==> config.mk <==
export PLATFORM = sky130hd
export DESIGN_NAME = spi_membus_master
export DESIGN_NICKNAME = d
export VERILOG_FILES = /design/src/rtl/spi_membus_master.sv
export SDC_FILE = /design/constraint.sdc
export NUM_CORES = 1
export LEC_CHECK = 0
export BUFFER_PORTS_ARGS = -buffer_cell sky130_fd_sc_hd__buf_2
export CORE_UTILIZATION = 50
export CTS_CLUSTER_DIAMETER = 200
export CTS_CLUSTER_SIZE = 14
export DETAILED_ROUTE_END_ITERATION = 12
export PLACE_DENSITY = 0.75
export SYNTH_ARGS = -nofsm -noshare
export SYNTH_HDL_FRONTEND = slang
export SYNTH_SLANG_ARGS = --single-unit
==> constraint.sdc <==
create_clock -name clk_i -period 2.2 [get_ports clk_i]
set_input_delay 0.22 -clock clk_i [delete_from_list [all_inputs] [get_ports clk_i]]
set_output_delay 0.22 -clock clk_i [all_outputs]
set_load 0.05 [all_outputs]
==> src/rtl/spi_membus_master.sv <==
// SPI mode-0 initiator for the 16-bit memory-bus frame {write, addr[6:0], data[7:0]}.
// One command in flight; the byte clocked in on MISO during the second frame byte is returned.
module spi_membus_master #(
    parameter int CLK_DIV  = 4,
    parameter int CS_SETUP = 2,
    parameter int CS_HOLD  = 2,
    parameter int GAP      = 4
) (
    input  logic       clk_i,
    input  logic       rst_i,
    input  logic       cmd_valid_i,
    output logic       cmd_ready_o,
    input  logic       cmd_write_i,
    input  logic [6:0] cmd_addr_i,
    input  logic [7:0] cmd_wdata_i,
    output logic       rsp_valid_o,
    output logic [7:0] rsp_rdata_o,
    output logic       busy_o,
    output logic       spi_ssel_o,
    output logic       spi_sck_o,
    output logic       spi_mosi_o,
    input  logic       spi_miso_i
);

    localparam int HW   = (CLK_DIV > 1) ? $clog2(CLK_DIV) : 1;
    localparam int TMAX = (CS_SETUP > CS_HOLD) ? ((CS_SETUP > GAP) ? CS_SETUP : GAP)
                                               : ((CS_HOLD > GAP) ? CS_HOLD : GAP);
    localparam int TW   = (TMAX > 1) ? $clog2(TMAX) : 1;

    localparam logic [HW-1:0] HALF_LD  = HW'(CLK_DIV - 1);
    localparam logic [TW-1:0] SETUP_LD = TW'(CS_SETUP - 1);
    localparam logic [TW-1:0] HOLD_LD  = TW'(CS_HOLD - 1);
    localparam logic [TW-1:0] GAP_LD   = TW'(GAP - 1);

    typedef enum logic [2:0] {
        S_IDLE,
        S_SETUP,
        S_SHIFT,
        S_HOLD,
        S_GAP
    } state_t;

    state_t        r_state, w_state;
    logic [HW-1:0] r_half,  w_half;
    logic [TW-1:0] r_tmr,   w_tmr;
    logic [3:0]    r_bit,   w_bit;
    logic [14:0]   r_shift, w_shift;
    logic [7:0]    r_rx,    w_rx;
    logic [7:0]    r_rdata, w_rdata;
    logic          r_rsp_valid, w_rsp_valid;
    logic          r_ready, w_ready;
    logic          r_ssel,  w_ssel;
    logic          r_sck,   w_sck;
    logic          r_mosi,  w_mosi;

    always_comb begin
        w_state     = r_state;
        w_half      = r_half;
        w_tmr       = r_tmr;
        w_bit       = r_bit;
        w_shift     = r_shift;
        w_rx        = r_rx;
        w_rdata     = r_rdata;
        w_rsp_valid = 1'b0;
        w_ready     = r_ready;
        w_ssel      = r_ssel;
        w_sck       = r_sck;
        w_mosi      = r_mosi;

        case (r_state)
            S_IDLE: begin
                if (cmd_valid_i) begin
                    // Frame bit 15 goes straight to MOSI; the remaining 15 bits wait in the shifter.
                    w_state = S_SETUP;
                    w_shift = {cmd_addr_i, (cmd_write_i ? cmd_wdata_i : 8'h00)};
                    w_mosi  = cmd_write_i;
                    w_tmr   = SETUP_LD;
                    w_ready = 1'b0;
                    w_ssel  = 1'b0;
                end
            end
            S_SETUP: begin
                if (r_tmr == '0) begin
                    w_state = S_SHIFT;
                    w_half  = HALF_LD;
                    w_bit   = 4'd15;
                end else begin
                    w_tmr = r_tmr - 1'b1;
                end
            end
            S_SHIFT: begin
                if (r_half != '0) begin
                    w_half = r_half - 1'b1;
                end else begin
                    w_half = HALF_LD;
                    if (!r_sck) begin
                        w_sck = 1'b1;
                        w_rx  = {r_rx[6:0], spi_miso_i};
                    end else begin
                        w_sck = 1'b0;
                        if (r_bit == 4'd0) begin
                            w_state = S_HOLD;
                            w_tmr   = HOLD_LD;
                            w_mosi  = 1'b0;
                        end else begin
                            w_bit   = r_bit - 4'd1;
                            w_mosi  = r_shift[14];
                            w_shift = {r_shift[13:0], 1'b0};
                        end
                    end
                end
            end
            S_HOLD: begin
                if (r_tmr == '0) begin
                    // The last 8 MISO samples are exactly the second frame byte.
                    w_state     = S_GAP;
                    w_tmr       = GAP_LD;
                    w_ssel      = 1'b1;
                    w_rsp_valid = 1'b1;
                    w_rdata     = r_rx;
                end else begin
                    w_tmr = r_tmr - 1'b1;
                end
            end
            S_GAP: begin
                if (r_tmr == '0) begin
                    w_state = S_IDLE;
                    w_ready = 1'b1;
                end else begin
                    w_tmr = r_tmr - 1'b1;
                end
            end
            default: begin
                w_state = S_IDLE;
                w_ready = 1'b1;
                w_ssel  = 1'b1;
                w_sck   = 1'b0;
                w_mosi  = 1'b0;
            end
        endcase
    end

    always_ff @(posedge clk_i or posedge rst_i) begin
        if (rst_i) begin
            r_state     <= S_IDLE;
            r_half      <= '0;
            r_tmr       <= '0;
            r_bit       <= 4'd0;
            r_rdata     <= 8'h00;
            r_rsp_valid <= 1'b0;
            r_ready     <= 1'b1;
            r_ssel      <= 1'b1;
            r_sck       <= 1'b0;
            r_mosi      <= 1'b0;
        end else begin
            r_state     <= w_state;
            r_half      <= w_half;
            r_tmr       <= w_tmr;
            r_bit       <= w_bit;
            r_rdata     <= w_rdata;
            r_rsp_valid <= w_rsp_valid;
            r_ready     <= w_ready;
            r_ssel      <= w_ssel;
            r_sck       <= w_sck;
            r_mosi      <= w_mosi;
        end
    end

    // Shift data is always reloaded before use, so it carries no reset.
    always_ff @(posedge clk_i) begin
        r_shift <= w_shift;
        r_rx    <= w_rx;
    end

    assign cmd_ready_o = r_ready;
    assign busy_o      = ~r_ready;
    assign rsp_valid_o = r_rsp_valid;
    assign rsp_rdata_o = r_rdata;
    assign spi_ssel_o  = r_ssel;
    assign spi_sck_o   = r_sck;
    assign spi_mosi_o  = r_mosi;

endmodule
* Word level (Yosys, flattened, before mapping)
Index checks and enable logic that the tools add are counted. Widths: inputs -> output; s select.
Operators by class: shift operators 0, divide/modulo/power cells 0, multiply operators 0, multiplexer cells 43, add/subtract/negate cells 3, $lt $le $gt $ge 0, equal/unequal tests 13, bitwise gates (word level) 7, reduce and logical (&&, ||, !) cells 23
Operator list (number):
- $mux 15 | 4
- $pmux 15 s2 | 1
- $mux 3 | 7
- $ne 2x2->1 const B | 9
- $mux 2 | 8
- $mux 4 | 4
- $pmux 3 s5 | 1
- $mux 1 | 10
- $reduce_and 5->1 | 2
- $pmux 1 s3 | 3
- $reduce_and 3->1 | 3
- $reduce_or 3->1 | 3
- $mux 8 | 1
- $pmux 2 s4 | 1
- $pmux 4 s2 | 1
- $not 1->1 | 7
- $reduce_and 7->1 | 1
- $eq 3x2->1 const B | 2
- $reduce_and 2->1 | 3
- $reduce_and 6->1 | 1
- $reduce_bool 2->1 | 3
- $logic_not 4->1 | 1
- $pmux 2 s2 | 1
- $reduce_and 4->1 | 1
- 10 further kinds | 11
Storage, ports and cells: bits in read-only memories 0, output and inout port bits 14, memories 0, word-level logic and storage cells 101, register bits after elaboration 47, input port bits 20, bits in writable memories 0, latch bits 0

* Longest topological paths before layout
depth in word-level cells 5, gate-level depth with buffers 7, mapped depth without buffers 6

* Least setup slack after synthesis
Ideal clock, no wire load.
path type reg-to-reg, start point register r_state[0], end point register r_rx[0], enable pin, arrival time 1.822 ns, data required time 1.817 ns, buffers on the path 3, period minus slack after synthesis 2.206 ns, setup time 0.383 ns, slack -0.006 ns, stages on the path, launching flop included 6, path through dfrtp_1 buf_6 or3b_1 buf_2 buf_2 nor3_1
On the way: cells in the longest elaborated chain, start to end 2
RTL lines:
- from (decl) | line 43 | state_t r_state, w_state;
- from (signal assigned) | line 156 | r_state <= w_state;
- $eq 3x2->1 | line 70 | case (r_state)
- $reduce_and 3->1 (no source line)
- to (signal assigned) | line 172 | r_rx <= w_rx;
- to (decl) | line 48 | logic [7:0] r_rx, w_rx;
Every way passes these cells. A chain may end at the register's enable or synchronous reset.

* Worst setup path after layout
start point register r_bit[0], end point register r_shift[14], enable pin
On the way: cells in the longest elaborated chain, start to end 3
RTL lines:
- from (decl) | line 46 | logic [3:0] r_bit, w_bit;
- from (signal assigned) | line 159 | r_bit <= w_bit;
- $logic_not 4->1 | line 101 | if (r_bit == 4'd0) begin
- $ne 2x2->1 (no source line)
- $reduce_and 5->1 (no source line)
- to (signal assigned) | line 171 | r_shift <= w_shift;
- to (decl) | line 47 | logic [14:0] r_shift, w_shift;
Every way passes these cells.

==> impl_metrics.prom <==
# TYPE chip_impl_metric gauge
chip_impl_info{name="status",value="completed"} 1
chip_impl_metric{name="post_synth_inst_count",unit=""} 196
chip_impl_metric{name="final_period_minus_worst_setup_slack",unit="ns"} 1.93
chip_impl_info{name="kind_of_end_point_of_the_critical_path",value="flip-flop"} 1
chip_impl_metric{name="final_layout_size_suffix_gt1_frac",unit=""} 0.289
chip_impl_metric{name="die-height",unit="um"} 67.6
chip_impl_metric{name="numCtsBuffers",unit=""} 5
chip_impl_metric{name="powerDensity",unit="nW/um^2"} 640
chip_impl_metric{name="final_area",unit="um^2"} 2520
chip_impl_metric{name="cts.repair_timing.setup_buffer_count",unit=""} 0
chip_impl_info{name="root_buffer_selected_by_cts",value="clkbuf_8"} 1
chip_impl_metric{name="post-route-drc-count",unit=""} 0
chip_impl_metric{name="core.rowCount",unit=""} 23
chip_impl_metric{name="io_buffers",unit=""} 33
chip_impl_metric{name="vias",unit=""} 1494
chip_impl_info{name="timing.hold.worst.class",value="in2reg"} 1
chip_impl_metric{name="floorplan.core_area",unit="um^2"} 4060
chip_impl_metric{name="flow.area_growth_from_synthesis",unit="%"} 16.9
chip_impl_metric{name="drv.max_cap_violation_count",unit=""} 0
chip_impl_metric{name="ctsHtreeMaxLevel",unit=""} 2
chip_impl_metric{name="report.final.slew_viol_count",unit=""} 0
chip_impl_metric{name="insertedDiodeCount",unit=""} 0
chip_impl_metric{name="grt_first_pass_wirelength",unit="um"} 6040
chip_impl_metric{name="number_of_global_route_vias_before_repair",unit=""} 1290
chip_impl_metric{name="grt_start_max_net_pins",unit=""} 25
chip_impl_metric{name="floorplan.initialDensity",unit=""} 0.531
chip_impl_metric{name="ys_async_sr_fraction",unit=""} 0.511
chip_impl_metric{name="number_of_antenna_violations_at_the_first_check_in_global_routing",unit=""} 0
chip_impl_metric{name="ys_types",unit=""} 40
chip_impl_metric{name="post-dp-hpwl",unit="um"} 2690
chip_impl_metric{name="overflow",unit=""} 0
chip_impl_metric{name="synth_seq_cells",unit=""} 47
chip_impl_info{name="clock_tree_from_tritoncts",value="done"} 1
chip_impl_metric{name="worst_slew_margin_rel",unit=""} 0.564
chip_impl_metric{name="area_after_dpl",unit="um^2"} 2390
chip_impl_metric{name="post_synth_instance_area",unit="um^2"} 2150
chip_impl_metric{name="insertion_delay",unit="ns"} 0.30
chip_impl_metric{name="cp_data_required_time",unit="ns"} 2.14
chip_impl_metric{name="power.leakage",unit="nW"} 1.19
chip_impl_metric{name="total_neg_setup_slack",unit="ns"} 0
chip_impl_metric{name="syn-num-nets",unit=""} 219
chip_impl_metric{name="max_freq",unit="GHz"} 0.518
chip_impl_metric{name="crit_fanout",unit=""} 15
chip_impl_metric{name="setup-violations-final",unit=""} 0
chip_impl_metric{name="cts_sinks",unit=""} 47
chip_impl_metric{name="drtPass1Iterations",unit=""} 4
chip_impl_metric{name="grtUsageTotal",unit=""} 0.184
chip_impl_metric{name="final_number_of_hold_violating_endpoints",unit=""} 0
chip_impl_metric{name="worstMarginPinSlew",unit="ns"} 0.654
chip_impl_metric{name="ys_warn_count",unit=""} 0
chip_impl_info{name="ys.flop_type",value="edfxtp_1"} 1
chip_impl_metric{name="design.final.nets",unit=""} 257
chip_impl_metric{name="wire_per_inst",unit="um"} 13.4
chip_impl_info{name="critical_path.startpoint_type",value="flip-flop"} 1
chip_impl_metric{name="synth.avg_cell_area",unit="um^2"} 11.0
chip_impl_metric{name="synth_seq_area_share",unit=""} 0.600
chip_impl_info{name="critical_path_class",value="reg2reg"} 1
chip_impl_metric{name="worstPathArrival",unit="ns"} 1.87
chip_impl_metric{name="die_width",unit="um"} 67.6
chip_impl_metric{name="clock_skew",unit="ns"} 0.00508
chip_impl_metric{name="floorplan.io_pins",unit=""} 34
chip_impl_metric{name="drtAntennaViolNets",unit=""} 0
chip_impl_metric{name="clock_pin_slew_on_the_worst_setup_and_hold_paths",unit="ns"} 0.08
chip_impl_info{name="rsz0062_at_grt",value="false"} 1
chip_impl_metric{name="vdd_drop_max",unit="uV"} 425
chip_impl_metric{name="gp_routability_congestion",unit=""} 0.766
chip_impl_metric{name="fin_crit_sh",unit=""} 0.878
chip_impl_metric{name="cts_buffer_depth",unit=""} 2
chip_impl_metric{name="synth-edff-count",unit=""} 23
chip_impl_metric{name="detail_route.iter0.violations",unit=""} 117
chip_impl_metric{name="drt-vias-per-instance",unit=""} 5.24
chip_impl_metric{name="totalWireLength",unit="um"} 3830
chip_impl_metric{name="die_area",unit="um^2"} 4580
[cells in the final DEF, fill, tap and decap left out, drive strengths merged, types with 2 or more instances in the layout]
cell type  count
edfxtp        23
nor2           6
nor3b          2
nor2b          2
nand3         10
mux2          12
nor3           3
or3b           2
buf           40
dfstp          2
a31oi          2
dfrtp         22
and3           2
o21ai          9
a21oi         12
clkbuf         6
ha             3
inv           14
nand3b         2
nand2         42
nand2b         2
[area by class of cell]
class | count | area [um^2]
Sequential cell | 47 | 1290
Clock buffer | 6 | 82.6
Inverter | 13 | 48.8
Clock inverter | 2 | 38.8
Tap cell | 50 | 62.6
Fill cell | 337 | 1540
Timing Repair Buffer | 41 | 228
Multi-Input combinational cell | 126 | 764
[registers in the layout (all words and copies together) (netlist names)]
signal,count
cmd_ready_o,1
r_bit,4
r_half,2
spi_mosi_o,1
r_shift,15
r_tmr,2
r_state,3
rsp_valid_o,1
r_rx,8
spi_sck_o,1
rsp_rdata_o,8
spi_ssel_o,1
[cells by family (layout without fill, tap and decap cells)]
| logic type | count (synthesis) | count (layout) | synth area share |
|---|---|---|---|
| AOI/OAI and AO/OA | 33 | 33 | 0.0970 |
| adders and majority gates | 3 | 3 | 0.0174 |
| buffers and inverters | 23 | 62 | 0.0470 |
| DFF | 47 | 47 | 0.600 |
| muxes | 13 | 13 | 0.0674 |
| and+or+nand+nor | 77 | 77 | 0.171 |
[what timing repair did]
action,4_1_cts,5_1_grt
hold buffers,1,0
hold endpoints to repair,22,0
gates resized for setup,0,0
[cell usage after synthesis (2+ instances only)]
| library cell | count | area [um^2] |
|---|---|---|
| nor2b_1 | 2 | 12.5 |
| a31oi_1 | 2 | 12.5 |
| dfstp_2 | 2 | 52.6 |
| nor3_1 | 3 | 15.0 |
| a21oi_1 | 12 | 60.1 |
| mux2_2 | 12 | 135 |
| ha_1 | 3 | 37.5 |
| or3b_1 | 2 | 17.5 |
| buf_2 | 6 | 30.0 |
| nand2_1 | 42 | 158 |
| dfrtp_1 | 22 | 551 |
| inv_1 | 13 | 48.8 |
| nand3b_1 | 2 | 15.0 |
| clkbuf_1 | 2 | 7.51 |
| nand3_1 | 9 | 45.0 |
| and3_1 | 2 | 12.5 |
| nor2_1 | 6 | 22.5 |
| edfxtp_1 | 23 | 691 |
| nand2b_1 | 2 | 12.5 |
| o21ai_0 | 9 | 45.0 |
[critical path: stages, from the launching register on]
cell     delay, ns
dfrtp_1       0.40
inv_1         0.06
ha_1          0.22
nor3b_1       0.18
o21ai_0       0.15
and2_1        0.57
[power by group]
part	leakage [nW]	switching, mW	total (mW)	internal [mW]
Combinational	0.620	0.0172	0.0325	0.0152
Sequential	0.511	0	0.915	0.915
Clock	0.0618	0.290	0.663	0.374
Total	1.19	0.307	1.61	1.30
[worst paths after layout]
check	from	endpoint	slack, ns	cells past startpoint
hold / removal	spi_miso_i	r_rx[0]	0.09	1
setup / recovery	r_bit[0]	r_shift[14]	0.27	5
min in group asynchronous	rst_i	rsp_rdata_o[7]	0.50	4
max in group asynchronous	rst_i	spi_ssel_o	1.41	4
setup reg to reg	r_bit[0]	r_shift[14]	0.27	5
hold reg to reg	r_rx[5]	r_rx[6]	0.45	0
[metal layers]
metal,GRT usage,up-vias,wire (um)
met1,0.253,694,1900
met2,0.278,38,1710
met5,0,-,0
met3,0.0405,4,171
met4,0.0798,0,48
li1,-,758,-
[stage by stage]
step                       util  std cells  setup WS (ns)  hold WS, ns  power (mW)
final                     0.621        285          0.269       0.0925        1.61
after global routing      0.621        285         0.0578       0.0884        1.66
after CTS                 0.621        285          0.259       0.0871        1.63
after detailed placement  0.588        276          0.269        0.283       0.966
after global placement    0.588        276          0.315        0.285       0.965
after floorplan               -        196          0.246        0.233       0.944
No activity file was read; power rests on OpenSTA's default activity.
